### config.mk
export PLATFORM = sky130hd
export DESIGN_NAME = vga_timing_gen
export DESIGN_NICKNAME = d
export VERILOG_FILES = /design/src/rtl/vga_timing_pkg.sv /design/src/rtl/vga_axis_counter.sv /design/src/rtl/vga_timing_gen.sv
export SDC_FILE = /design/constraint.sdc
export NUM_CORES = 1
export LEC_CHECK = 0
export CAP_MARGIN = 10
export CORE_ASPECT_RATIO = 1.75
export CORE_UTILIZATION = 50
export CTS_CLUSTER_DIAMETER = 80
export DETAILED_ROUTE_END_ITERATION = 16
export PLACE_DENSITY = 0.9
export RECOVER_POWER = 100
export SKIP_CTS_REPAIR_TIMING = 1
export SLEW_MARGIN = 20
export SYNTH_ARGS = -nofsm -noshare
export SYNTH_HDL_FRONTEND = slang
export SYNTH_SLANG_ARGS = --single-unit
### constraint.sdc
create_clock -name pixClk -period 4.8 [get_ports pixClk]
set_input_delay 0.48 -clock pixClk [delete_from_list [all_inputs] [get_ports pixClk]]
set_output_delay 0.48 -clock pixClk [all_outputs]
set_load 0.1 [all_outputs]
### src/rtl/vga_timing_pkg.sv
// Default 640x480@60 timing and 512x342 SE window, shared count type and
// sync polarity constants for the VGA timing generator.
package vga_timing_pkg;

  typedef logic [9:0] count_t;

  // Largest total that still fits count_t, and the span addressable by seX/seY.
  localparam int unsigned COUNT_SPAN   = 1024;
  localparam int unsigned SE_ADDR_SPAN = 512;

  localparam bit SYNC_ACTIVE_LOW  = 1'b0;
  localparam bit SYNC_ACTIVE_HIGH = 1'b1;

  // 640x480@60 horizontal timing
  localparam int unsigned DEF_H_TOTAL      = 800;
  localparam int unsigned DEF_H_ACTIVE     = 640;
  localparam int unsigned DEF_H_SYNC_START = 656;
  localparam int unsigned DEF_H_SYNC_END   = 752;

  // 640x480@60 vertical timing
  localparam int unsigned DEF_V_TOTAL      = 525;
  localparam int unsigned DEF_V_ACTIVE     = 480;
  localparam int unsigned DEF_V_SYNC_START = 490;
  localparam int unsigned DEF_V_SYNC_END   = 492;

  // 512x342 SE window, centred in the active area
  localparam int unsigned DEF_SE_H_START  = 64;
  localparam int unsigned DEF_SE_H_WIDTH  = 512;
  localparam int unsigned DEF_SE_V_START  = 69;
  localparam int unsigned DEF_SE_V_HEIGHT = 342;

endpackage

### src/rtl/vga_axis_counter.sv
// One timing axis: wrapping counter plus registered active / SE / sync
// decodes of the next count, so every flag changes on the same edge as the
// count it describes.
module vga_axis_counter
  import vga_timing_pkg::*;
#(
  parameter int unsigned TOTAL      = DEF_H_TOTAL,
  parameter int unsigned ACTIVE     = DEF_H_ACTIVE,
  parameter int unsigned SYNC_START = DEF_H_SYNC_START,
  parameter int unsigned SYNC_END   = DEF_H_SYNC_END,
  parameter int unsigned SE_START   = DEF_SE_H_START,
  parameter int unsigned SE_SIZE    = DEF_SE_H_WIDTH,
  parameter bit          SYNC_POL   = SYNC_ACTIVE_LOW
) (
  input  logic   clk,
  input  logic   rst_n,
  input  logic   adv_i,
  input  logic   qual_i,
  output count_t count_o,
  output count_t next_o,
  output logic   wrap_o,
  output logic   active_o,
  output logic   se_active_o,
  output logic   sync_o,
  output logic   start_o
);

  localparam bit BAD_PARAMS = (TOTAL > COUNT_SPAN) || (TOTAL == 0) ||
                              (ACTIVE > TOTAL) ||
                              (SYNC_END > TOTAL) || (SYNC_START >= SYNC_END) ||
                              (SE_START + SE_SIZE > ACTIVE);

  if (BAD_PARAMS) begin : g_bad_params
    $error("vga_axis_counter: illegal timing parameters");
  end

  localparam count_t C_LAST = count_t'(TOTAL - 1);

  count_t count_q, count_d;
  logic   active_q, active_d;
  logic   se_q, se_d;
  logic   sync_q, sync_d;

  // Next count and the decodes of that next value.
  always_comb begin
    count_d = count_q;
    if (!rst_n) begin
      count_d = '0;
    end else if (adv_i) begin
      count_d = (count_q == C_LAST) ? '0 : count_q + count_t'(1);
    end
    active_d = (32'(count_d) < ACTIVE);
    se_d     = (32'(count_d) >= SE_START) && (32'(count_d) < SE_START + SE_SIZE);
    sync_d   = ((32'(count_d) >= SYNC_START) && (32'(count_d) < SYNC_END)) ?
               SYNC_POL : ~SYNC_POL;
  end

  // Count and decode registers.
  always_ff @(posedge clk) begin
    count_q  <= count_d;
    active_q <= active_d;
    se_q     <= se_d;
    sync_q   <= sync_d;
  end

  assign count_o     = count_q;
  assign next_o      = count_d;
  assign wrap_o      = adv_i & (count_q == C_LAST);
  assign active_o    = active_q;
  assign se_active_o = se_q;
  assign sync_o      = sync_q;
  assign start_o     = qual_i & rst_n & (count_q == '0);

endmodule

### src/rtl/vga_timing_gen.sv
// VGA timing generator: horizontal and vertical axis counters on one pixel
// clock, region flags, syncs, line/frame strobes and optional SE window
// addresses (enabled by macro VGA_SE_ADDR_EN; otherwise seX/seY are 0).
module vga_timing_gen
  import vga_timing_pkg::*;
#(
  parameter int unsigned H_TOTAL      = DEF_H_TOTAL,
  parameter int unsigned H_ACTIVE     = DEF_H_ACTIVE,
  parameter int unsigned H_SYNC_START = DEF_H_SYNC_START,
  parameter int unsigned H_SYNC_END   = DEF_H_SYNC_END,
  parameter int unsigned V_TOTAL      = DEF_V_TOTAL,
  parameter int unsigned V_ACTIVE     = DEF_V_ACTIVE,
  parameter int unsigned V_SYNC_START = DEF_V_SYNC_START,
  parameter int unsigned V_SYNC_END   = DEF_V_SYNC_END,
  parameter bit          H_SYNC_POL   = SYNC_ACTIVE_LOW,
  parameter bit          V_SYNC_POL   = SYNC_ACTIVE_LOW,
  parameter int unsigned SE_H_START   = DEF_SE_H_START,
  parameter int unsigned SE_H_WIDTH   = DEF_SE_H_WIDTH,
  parameter int unsigned SE_V_START   = DEF_SE_V_START,
  parameter int unsigned SE_V_HEIGHT  = DEF_SE_V_HEIGHT
) (
  input  logic       pixClk,
  input  logic       nReset,
  input  logic       pixEn,
  output logic [9:0] hCount,
  output logic [9:0] vCount,
  output logic       hActive,
  output logic       vActive,
  output logic       hSEActive,
  output logic       vSEActive,
  output logic       hSync,
  output logic       vSync,
  output logic       lineStart,
  output logic       frameStart,
  output logic [8:0] seX,
  output logic [8:0] seY
);

  if ((SE_H_WIDTH > SE_ADDR_SPAN) || (SE_V_HEIGHT > SE_ADDR_SPAN)) begin : g_bad_se
    $error("vga_timing_gen: SE window wider than the address range");
  end

  count_t h_next, v_next;
  logic   h_wrap;
  logic   v_wrap_unused;

  vga_axis_counter #(
    .TOTAL     (H_TOTAL),
    .ACTIVE    (H_ACTIVE),
    .SYNC_START(H_SYNC_START),
    .SYNC_END  (H_SYNC_END),
    .SE_START  (SE_H_START),
    .SE_SIZE   (SE_H_WIDTH),
    .SYNC_POL  (H_SYNC_POL)
  ) u_h_axis (
    .clk        (pixClk),
    .rst_n      (nReset),
    .adv_i      (pixEn),
    .qual_i     (pixEn),
    .count_o    (hCount),
    .next_o     (h_next),
    .wrap_o     (h_wrap),
    .active_o   (hActive),
    .se_active_o(hSEActive),
    .sync_o     (hSync),
    .start_o    (lineStart)
  );

  // Vertical axis advances on the horizontal wrap; its start strobe is
  // qualified by lineStart so frameStart only fires on the first pixel.
  vga_axis_counter #(
    .TOTAL     (V_TOTAL),
    .ACTIVE    (V_ACTIVE),
    .SYNC_START(V_SYNC_START),
    .SYNC_END  (V_SYNC_END),
    .SE_START  (SE_V_START),
    .SE_SIZE   (SE_V_HEIGHT),
    .SYNC_POL  (V_SYNC_POL)
  ) u_v_axis (
    .clk        (pixClk),
    .rst_n      (nReset),
    .adv_i      (h_wrap),
    .qual_i     (lineStart),
    .count_o    (vCount),
    .next_o     (v_next),
    .wrap_o     (v_wrap_unused),
    .active_o   (vActive),
    .se_active_o(vSEActive),
    .sync_o     (vSync),
    .start_o    (frameStart)
  );

`ifdef VGA_SE_ADDR_EN
  logic [8:0] se_x_q, se_x_d;
  logic [8:0] se_y_q, se_y_d;
  logic       h_se_next, v_se_next, se_line_done;

  // SE addresses derived from the next counts; seY steps once the last SE
  // pixel of an SE line has been shown.
  always_comb begin
    h_se_next    = (32'(h_next) >= SE_H_START) && (32'(h_next) < SE_H_START + SE_H_WIDTH);
    v_se_next    = (32'(v_next) >= SE_V_START) && (32'(v_next) < SE_V_START + SE_V_HEIGHT);
    se_line_done = pixEn && vSEActive && (32'(hCount) == SE_H_START + SE_H_WIDTH - 1);
    se_x_d       = h_se_next ? 9'(h_next - count_t'(SE_H_START)) : '0;
    se_y_d       = se_y_q;
    if (!v_se_next) begin
      se_y_d = '0;
    end else if (se_line_done) begin
      se_y_d = (32'(se_y_q) == SE_V_HEIGHT - 1) ? '0 : se_y_q + 9'd1;
    end
    if (!nReset) begin
      se_x_d = '0;
      se_y_d = '0;
    end
  end

  // SE address registers.
  always_ff @(posedge pixClk) begin
    se_x_q <= se_x_d;
    se_y_q <= se_y_d;
  end

  assign seX = se_x_q;
  assign seY = se_y_q;
`else
  logic next_unused;
  assign next_unused = ^{h_next, v_next};
  assign seX = '0;
  assign seY = '0;
`endif

endmodule

## Word level (Yosys, flattened, before mapping)

Index checks and enable logic that the tools add are counted.

| storage, ports and cells | value |
|---|---|
| output and inout bits | 46 |
| register bits | 26 |
| input port bits | 3 |
| logic and storage cells | 41 |

| operators by class | value |
|---|---|
| reduce and logical (&&, ||, !) cells | 6 |
| muxes and demuxes | 8 |
| bitwise logic cells | 5 |
| $lt $le $gt $ge | 10 |
| add/subtract/negate cells | 2 |
| equal/unequal tests | 2 |

Operator list:

| operator | number |
|---|---|
| two-way mux 10 bit | 6 |
| less-than comparator 10 bit, second input constant | 3 |
| less-than comparator 10 x 9 -> 1 bit, second input constant | 3 |
| adder 10 x 1 -> 10 bit, second input constant | 2 |
| == test 10 bit, second input constant | 2 |
| >= comparator 10 x 7 -> 1 bit, second input constant | 2 |
| logical NOT 10 bit | 2 |
| >= comparator 10 bit, second input constant | 1 |
| >= comparator 10 x 9 -> 1 bit, second input constant | 1 |
| AND 1 bit | 5 |
| logical AND 1 bit | 4 |
| two-way mux 1 bit | 2 |

## Depth between registers and ports, before layout

Gate-level depths: netlist of run 1.

| logic depth | value |
|---|---|
| depth after elaboration | 7 |
| mapped depth | 9 |

## By module

A second synthesis of run 1 with hierarchy kept.

| second synthesis, totals | value |
|---|---|
| cell total of the unflattened synthesis | 207 |
| area, all modules | 1,739.2 µm² |

By module, submodules not included:

| module | times used | area an instance (µm²) | seq. area each (µm²) | cells each |
|---|---|---|---|---|
| vga_axis_counter at u_v_axis | 1 | 835.8 | 260.2 | 100 |
| vga_axis_counter at u_h_axis | 1 | 764.5 | 260.2 | 88 |
| vga_timing_gen | 1 | 138.9 | 0.0 | 19 |

## Worst setup path before layout of run 1

No wires, ideal clock.

| timing path | value |
|---|---|
| path kind | flip-flop to output port |
| start point | register u_h_axis.count_q[5], in the netlist u_h_axis.count_o[5] |
| end point | output port frameStart |
| slack | -1.127 ns |
| stages on the path, launching flop included | 5 |
| required time | 4.320 ns |
| data arrival time | 5.447 ns |
| cells stage by stage | dfxtp_1 -> nor4b_4 -> nand4_1 -> nor4_1 -> and4_1 |

| on the way | value |
|---|---|
| longest elaborated chain between the ends | 4 |

Ends and longest elaborated chain:

| element | RTL line | text |
|---|---|---|
| start: declaration | vga_axis_counter.sv:39 | `count_t count_q, count_d;` |
| start signal: assignment | vga_axis_counter.sv:60 | `count_q <= count_d;` |
| logical NOT 10 bit | vga_axis_counter.sv:72 | `assign start_o = qual_i & rst_n & (count_q == '0);` |
| AND 1 bit | vga_axis_counter.sv:72 |  |
| net lineStart | vga_timing_gen.sv:33 | `output logic lineStart,` |
| AND 1 bit (2 in a row) | vga_axis_counter.sv:72 |  |
| end: declaration | vga_timing_gen.sv:34 | `output logic frameStart,` |

The timed path passes the listed nets, and every way through them passes these cells.

## Worst setup path in the final report of run 1

| timing path | value |
|---|---|
| start point | input port pixEn |
| end point | output port frameStart |

| on the way | value |
|---|---|
| longest elaborated chain between the ends | 4 |

Ends and longest elaborated chain:

| element | RTL line | text |
|---|---|---|
| start: declaration | vga_timing_gen.sv:24 | `input logic pixEn,` |
| AND 1 bit (4 in a row) | vga_axis_counter.sv:72 |  |

Every way passes these cells.

==> impl_metrics.yaml, run 1 <==
status:
  status: "finished clean"
place:
  portBuffers: 30
  place_congestion: 0.912
  place_hpwl_um: 3140
  placed_area_um2: 1960
clock_network:
  htree_levels: 1
  cts_tree: "built"
  clock_latency_ns: 0.27
  clock_path_buffers: 2
  ctsRootBufferMaster: "clkbuf_8"
  numClockSinks: 26
  cts.clk_slew.worst_paths_ns: 0.09
  cts_buffers: 3
final_layout:
  finish.utilization_pct: 60.5
  drive_gt1_share_pct: 9.26
  final_area_um2: 1940
  final_cell_mix: "28 x dlygate4sd3_1, 26 x dfxtp_1, 18 x conb_1"
  nets: 224
  syn_to_final_growth_pct: 13.5
  final_common_cell: "dlygate4sd3_1"
  diodes: 0
critical_path:
  cp_slowest_cell: "clkbuf_1"
  worstPathMaxFanout: 8
  cp_cell_sequence: "dlygate4sd3_1, nor4b_4, nand4_1, nor4_2, and4_1, clkbuf_1"
  start_kind: "primary input"
  critPathRequiredTime_ns: 4.32
  regToRegSetupSlack_ns: 1.92
  timing.rr.start: "u_h_axis.count_o[5]"
  rr_worst_depth: 6
  setup.worst_path.end_class: "primary output"
  critical_path_class: "in2out"
  regToRegEndpoint: "u_v_axis.se_active_o"
  worst_ep_arrival_time_ns: 3.13
  slowest_delay_ns: 0.86
global_routing:
  grt_pass1_wl_um: 6810
  antenna_found_initial: 0
  track_usage_pct: 25.2
  grt_max_degree: 16
  first_global_vias: 1485
  met3_usage_pct: 2.94
  gr-total-overflow: 0
  busiest_layer: "met2"
  met1_usage_pct: 26.6
  grt_use_met2_pct: 43.5
die:
  die_h_um: 79.4
  dieArea_um2: 3670
  num_rows: 27
  die_w_um: 46.2
  coreArea_um2: 3210
  io_pins: 49
  initial_core_util_pct: 53.3
route:
  firstDrtPassIters: 4
  vias: 1558
  routedWlPerCell_um: 16.8
  ant_nets: 0
  routed_via_density: 6.02
  wirelength_um: 4340
  drtIter0Drc: 57
  remaining_drc_errors: 0
synth:
  synthDistinctLibCells: 58
  synth_edf_count: 0
  syn-cell-area_um2: 1710
  async_flop_share_pct: 0
  ys_ff_latch: 26
  synth-warning-count: 0
  synthCells: 190
  synthFlopType: "dfxtp_1"
  avgSynthCellArea_um2: 9.00
  ys_seq_area_share_pct: 30.4
pwr:
  p_per_area_nw_per_um2: 276
  leakage_nw: 0.757
  vdd_ir_drop_max_mv: 0.245
timing:
  setup_viol: 0
  drv_slew: 0
  maxSlewHeadroom_pct: 22.9
  whs_ns: 0.602
  post-route-min-period_ns: 3.61
  fin_crit_sh_pct: 75.2
  hold_viol: 0
  fin_skew_ns: 0.00260
  tightest_slew_ns: 1.16
  rsz0062_at_grt: "false"
  timing.setup.tns_ns: 0
  fmax_mhz: 277
min_path:
  hold_path_class: "reg2reg"
  worstHoldEndpoint: "u_h_axis.count_o[0]"
  hold_depth: 2
  hp-start: "u_h_axis.count_o[0]"
flow_run:
  cap_violations: 0
per-stage QoR:
step	std cells	power [W]	setup WS, ns
2_1_floorplan	207	0.000356	0.173
3_3_place_gp	255	0.000358	1.84
3_5_place_dp	255	0.000359	1.79
4_1_cts	259	0.000538	1.79
5_1_grt	259	0.000546	1.01
6_report	259	0.000535	1.19
area by class of cell:
cell class              instances  area (um^2)
multi-input cells             141          951
inverters                      15         56.3
flip-flops and latches         26          520
repair buffers                 30          288
clock inverters                 1         30.0
fillers                       294         1270
well taps                      43         53.8
clock buffers                   3         41.3
worst max path at each step:
stage / start / to / slack (ns) / depth (start not counted)
5_1_grt: pixEn / frameStart / 1.01 / 6
3_5_place_dp: pixEn / frameStart / 1.79 / 6
3_3_place_gp: pixEn / frameStart / 1.84 / 6
6_report: pixEn / frameStart / 1.19 / 6
2_1_floorplan: u_h_axis.count_o[5] / frameStart / 0.17 / 4
4_1_cts: pixEn / frameStart / 1.79 / 6
kinds of logic after synthesis:
group / share of synthesized area [%]
DFF: 30.4
other: 0.219
AOI/OAI and AO/OA: 18.5
xor gates and xnor gates: 4.10
muxes: 1.17
buffers and inverters: 13.5
and+or+nand+nor: 29.2
adders and majority gates: 2.93
power by group:
part | switching (W) | internal, W
clock | 0.0000724 | 0.000112
combinational | 0.000111 | 0.0000146
sequential | 0.00000649 | 0.000219
total | 0.000190 | 0.000345
layer usage:
layer	up-vias	routed length, um
met5	-	0
met1	749	1630
met3	21	192
met4	0	231
li1	718	-
met2	70	2290
synth_stat cells, types with 2 or more instances:
cell | n | share of area [%]
or3_1 | 2 | 0.73
o21ai_0 | 4 | 1.2
buf_4 | 18 | 7.9
and4_1 | 4 | 2.0
a311oi_1 | 3 | 1.5
inv_1 | 13 | 2.9
nand3b_1 | 2 | 0.88
nand3_1 | 6 | 1.8
clkbuf_1 | 2 | 0.44
nor3_1 | 4 | 1.2
o41ai_2 | 3 | 2.9
mux2i_1 | 2 | 1.2
dfxtp_1 | 26 | 30
a41oi_2 | 2 | 1.9
xor2_1 | 3 | 1.5
xnor2_1 | 5 | 2.6
nand4_1 | 11 | 4.0
nand2_1 | 4 | 0.88
and2_1 | 2 | 0.73
nor4_1 | 6 | 2.2
nor2_1 | 17 | 3.7
buf_2 | 4 | 1.2
a21oi_1 | 6 | 1.8
o21ai_1 | 2 | 0.59
ha_1 | 4 | 2.9
nor2b_1 | 2 | 0.73
a211oi_1 | 2 | 0.88
registers in the layout, indices dropped and copies added, names as in the netlist:
register              cells
u_h_axis.sync_o           1
u_v_axis.active_o         1
u_v_axis.sync_o           1
u_v_axis.se_active_o      1
u_h_axis.se_active_o      1
u_h_axis.active_o         1
u_h_axis.count_o         10
u_v_axis.count_o         10
worst max-delay path: cells and delay by family:
family / cells / cell delay [ns]
buffers and inverters: 2 / 1.55
and+or+nand+nor: 4 / 1.09
No activity file was read; power rests on OpenSTA's default activity.
==> inputs of run 2 (changes only) <==
--- a/config.mk
+++ b/config.mk
@@ -7,10 +7,10 @@
 export LEC_CHECK = 0
 export CAP_MARGIN = 10
 export CORE_ASPECT_RATIO = 1.75
-export CORE_UTILIZATION = 50
+export CORE_UTILIZATION = 43
 export CTS_CLUSTER_DIAMETER = 80
 export DETAILED_ROUTE_END_ITERATION = 16
-export PLACE_DENSITY = 0.9
+export PLACE_DENSITY = 0.83
 export RECOVER_POWER = 100
 export SKIP_CTS_REPAIR_TIMING = 1
 export SLEW_MARGIN = 20
==> constraint.sdc (replaced) <==
create_clock -name pixClk -period 3.1 [get_ports pixClk]
set_input_delay 0.31 -clock pixClk [delete_from_list [all_inputs] [get_ports pixClk]]
set_output_delay 0.31 -clock pixClk [all_outputs]
set_load 0.1 [all_outputs]
==> impl_metrics.yaml, run 2 (same netlist as run 1, synthesis figures left out) <==
status:
  status: "finished clean"
critical_path:
  start_kind: "primary input"
  setup.worst_path.end_class: "primary output"
  worst_ep_arrival_time_ns: 2.48
  slowest_delay_ns: 0.63
  crit_family: "simple AND/OR/NAND/NOR gates"
  critical_path_class: "in2out"
  cp_cell_sequence: "dlygate4sd3_1, nor4b_4, nand4_1, nor4_4, and4_1, buf_12"
  critPathRequiredTime_ns: 2.79
  crit_buf_inv: 2
  worstPathMaxFanout: 7
  cp_slowest_cell: "dlygate4sd3_1"
  regToRegSetupSlack_ns: 0.38
global_routing:
  antenna_found_initial: 0
  gr-total-overflow: 0
  track_usage_pct: 22.7
  grt_use_met2_pct: 41.4
  grt_max_degree: 16
  met3_usage_pct: 3.58
  busiest_layer: "met2"
  met1_usage_pct: 23.1
  first_global_vias: 1498
  grt_pass1_wl_um: 7250
final_layout:
  final_cell_mix: "23 x dfxtp_1, 18 x conb_1, 17 x nor2_1, 17 x clkbuf_1, 14 x inv_1"
  final_common_cell: "dfxtp_1"
  finish.utilization_pct: 51.2
  diodes: 0
  nets: 230
  fill_cells: 390
  drive_gt1_share_pct: 13.5
  finalNonFillerCells: 270
  syn_to_final_growth_pct: 14.6
clock_network:
  ctsRootBufferMaster: "clkbuf_8"
  clock_latency_ns: 0.27
  numClockSinks: 26
  cts_buffers: 3
  htree_levels: 1
  clock_path_buffers: 2
  cts.clk_slew.worst_paths_ns: 0.09
  cts_tree: "built"
timing:
  drv_slew: 0
  fmax_mhz: 358
  setup_slack_ns: 0.310
  fin_skew_ns: 0.00228
  fin_crit_sh_pct: 90.0
  maxSlewHeadroom_pct: 22.5
  hold_viol: 0
  setup_viol: 0
  tightest_slew_ns: 1.17
  post-route-min-period_ns: 2.79
  whs_ns: 0.576
  rsz0062_at_grt: "false"
die:
  die_w_um: 49.7
  dieArea_um2: 4240
  die_h_um: 85.4
  io_pins: 49
  initial_core_util_pct: 44.7
  coreArea_um2: 3830
  num_rows: 30
place:
  dp.cells: 266
  place_hpwl_um: 3350
  place_congestion: 1.02
  portBuffers: 30
  pre_cts_slack_ns: 0.348
flow_run:
  cap_violations: 0
pwr:
  p_int_w: 0.000539
  p_comb_share_pct: 24.4
  leakage_nw: 0.716
  pwr-share-clk_pct: 34.1
  p_seq_share_pct: 41.5
  p_sw_w: 0.000293
  swShare_pct: 35.3
  p_total_w: 0.000832
  p_per_area_nw_per_um2: 424
  vdd_ir_drop_max_mv: 0.280
route:
  wirelength_um: 4400
  firstDrtPassIters: 5
  drtIter0Drc: 63
  ant_nets: 0
  remaining_drc_errors: 0
  routed_via_density: 5.80
  routedWlPerCell_um: 16.3
  vias: 1565
min_path:
  hold_path_class: "reg2reg"
## run 2: layer usage
metal,share of wire [%],vias to the layer above
met2,53,74
li1,-,729
met4,5.6,0
met3,4.5,23
met5,0,-
met1,37,739
## run 2: layout make-up
type	count	area (um^2)	share of cell area (%)
clock buffer	3	41.3	2.11
clock inverter	1	30.0	1.53
tap	48	60.1	3.06
timing repair buffer	36	262	13.3
multi-input combinational	141	980	50.0
sequential	26	532	27.1
inverter	15	56.3	2.87
## run 2: tightest hold or removal path: stages (launching register included)
cell	delay [ns]
dfxtp_1	0.36
mux2i_1	0.13
nor2_1	0.05
## run 2: power by group through the flow
stage	registers (W)	logic, W	clock network [W]
2_1_floorplan	0.000384	0.000168	0
3_3_place_gp	0.000353	0.000210	0
3_5_place_dp	0.000353	0.000211	0
4_1_cts	0.000346	0.000211	0.000288
5_1_grt	0.000347	0.000210	0.000307
6_report	0.000345	0.000203	0.000284
## run 2: metrics by stage
step / TNS [ns] / cell area (um^2)
2_1_floorplan: -0.127 / 1800
3_3_place_gp: 0 / 2010
3_5_place_dp: 0 / 2010
4_1_cts: 0 / 2090
5_1_grt: 0 / 1960
6_report: 0 / 1960
## run 2: final timing paths
kind / startpoint / endpoint / cells after the start
min reg2reg: u_h_axis.count_o[1] / u_h_axis.count_o[1] / 2
max reg2reg: u_v_axis.count_o[1] / u_v_axis.sync_o / 8
max: pixEn / frameStart / 6
min: u_h_axis.count_o[1] / u_h_axis.count_o[1] / 2
==> inputs of run 3 (changes only) <==
--- a/config.mk
+++ b/config.mk
@@ -8,7 +8,6 @@
 export CAP_MARGIN = 10
 export CORE_ASPECT_RATIO = 1.75
 export CORE_UTILIZATION = 43
-export CTS_CLUSTER_DIAMETER = 80
 export DETAILED_ROUTE_END_ITERATION = 16
 export PLACE_DENSITY = 0.83
 export RECOVER_POWER = 100
==> results of run 3 <==
Final layout, timing and power as in run 2 (identical DEF).
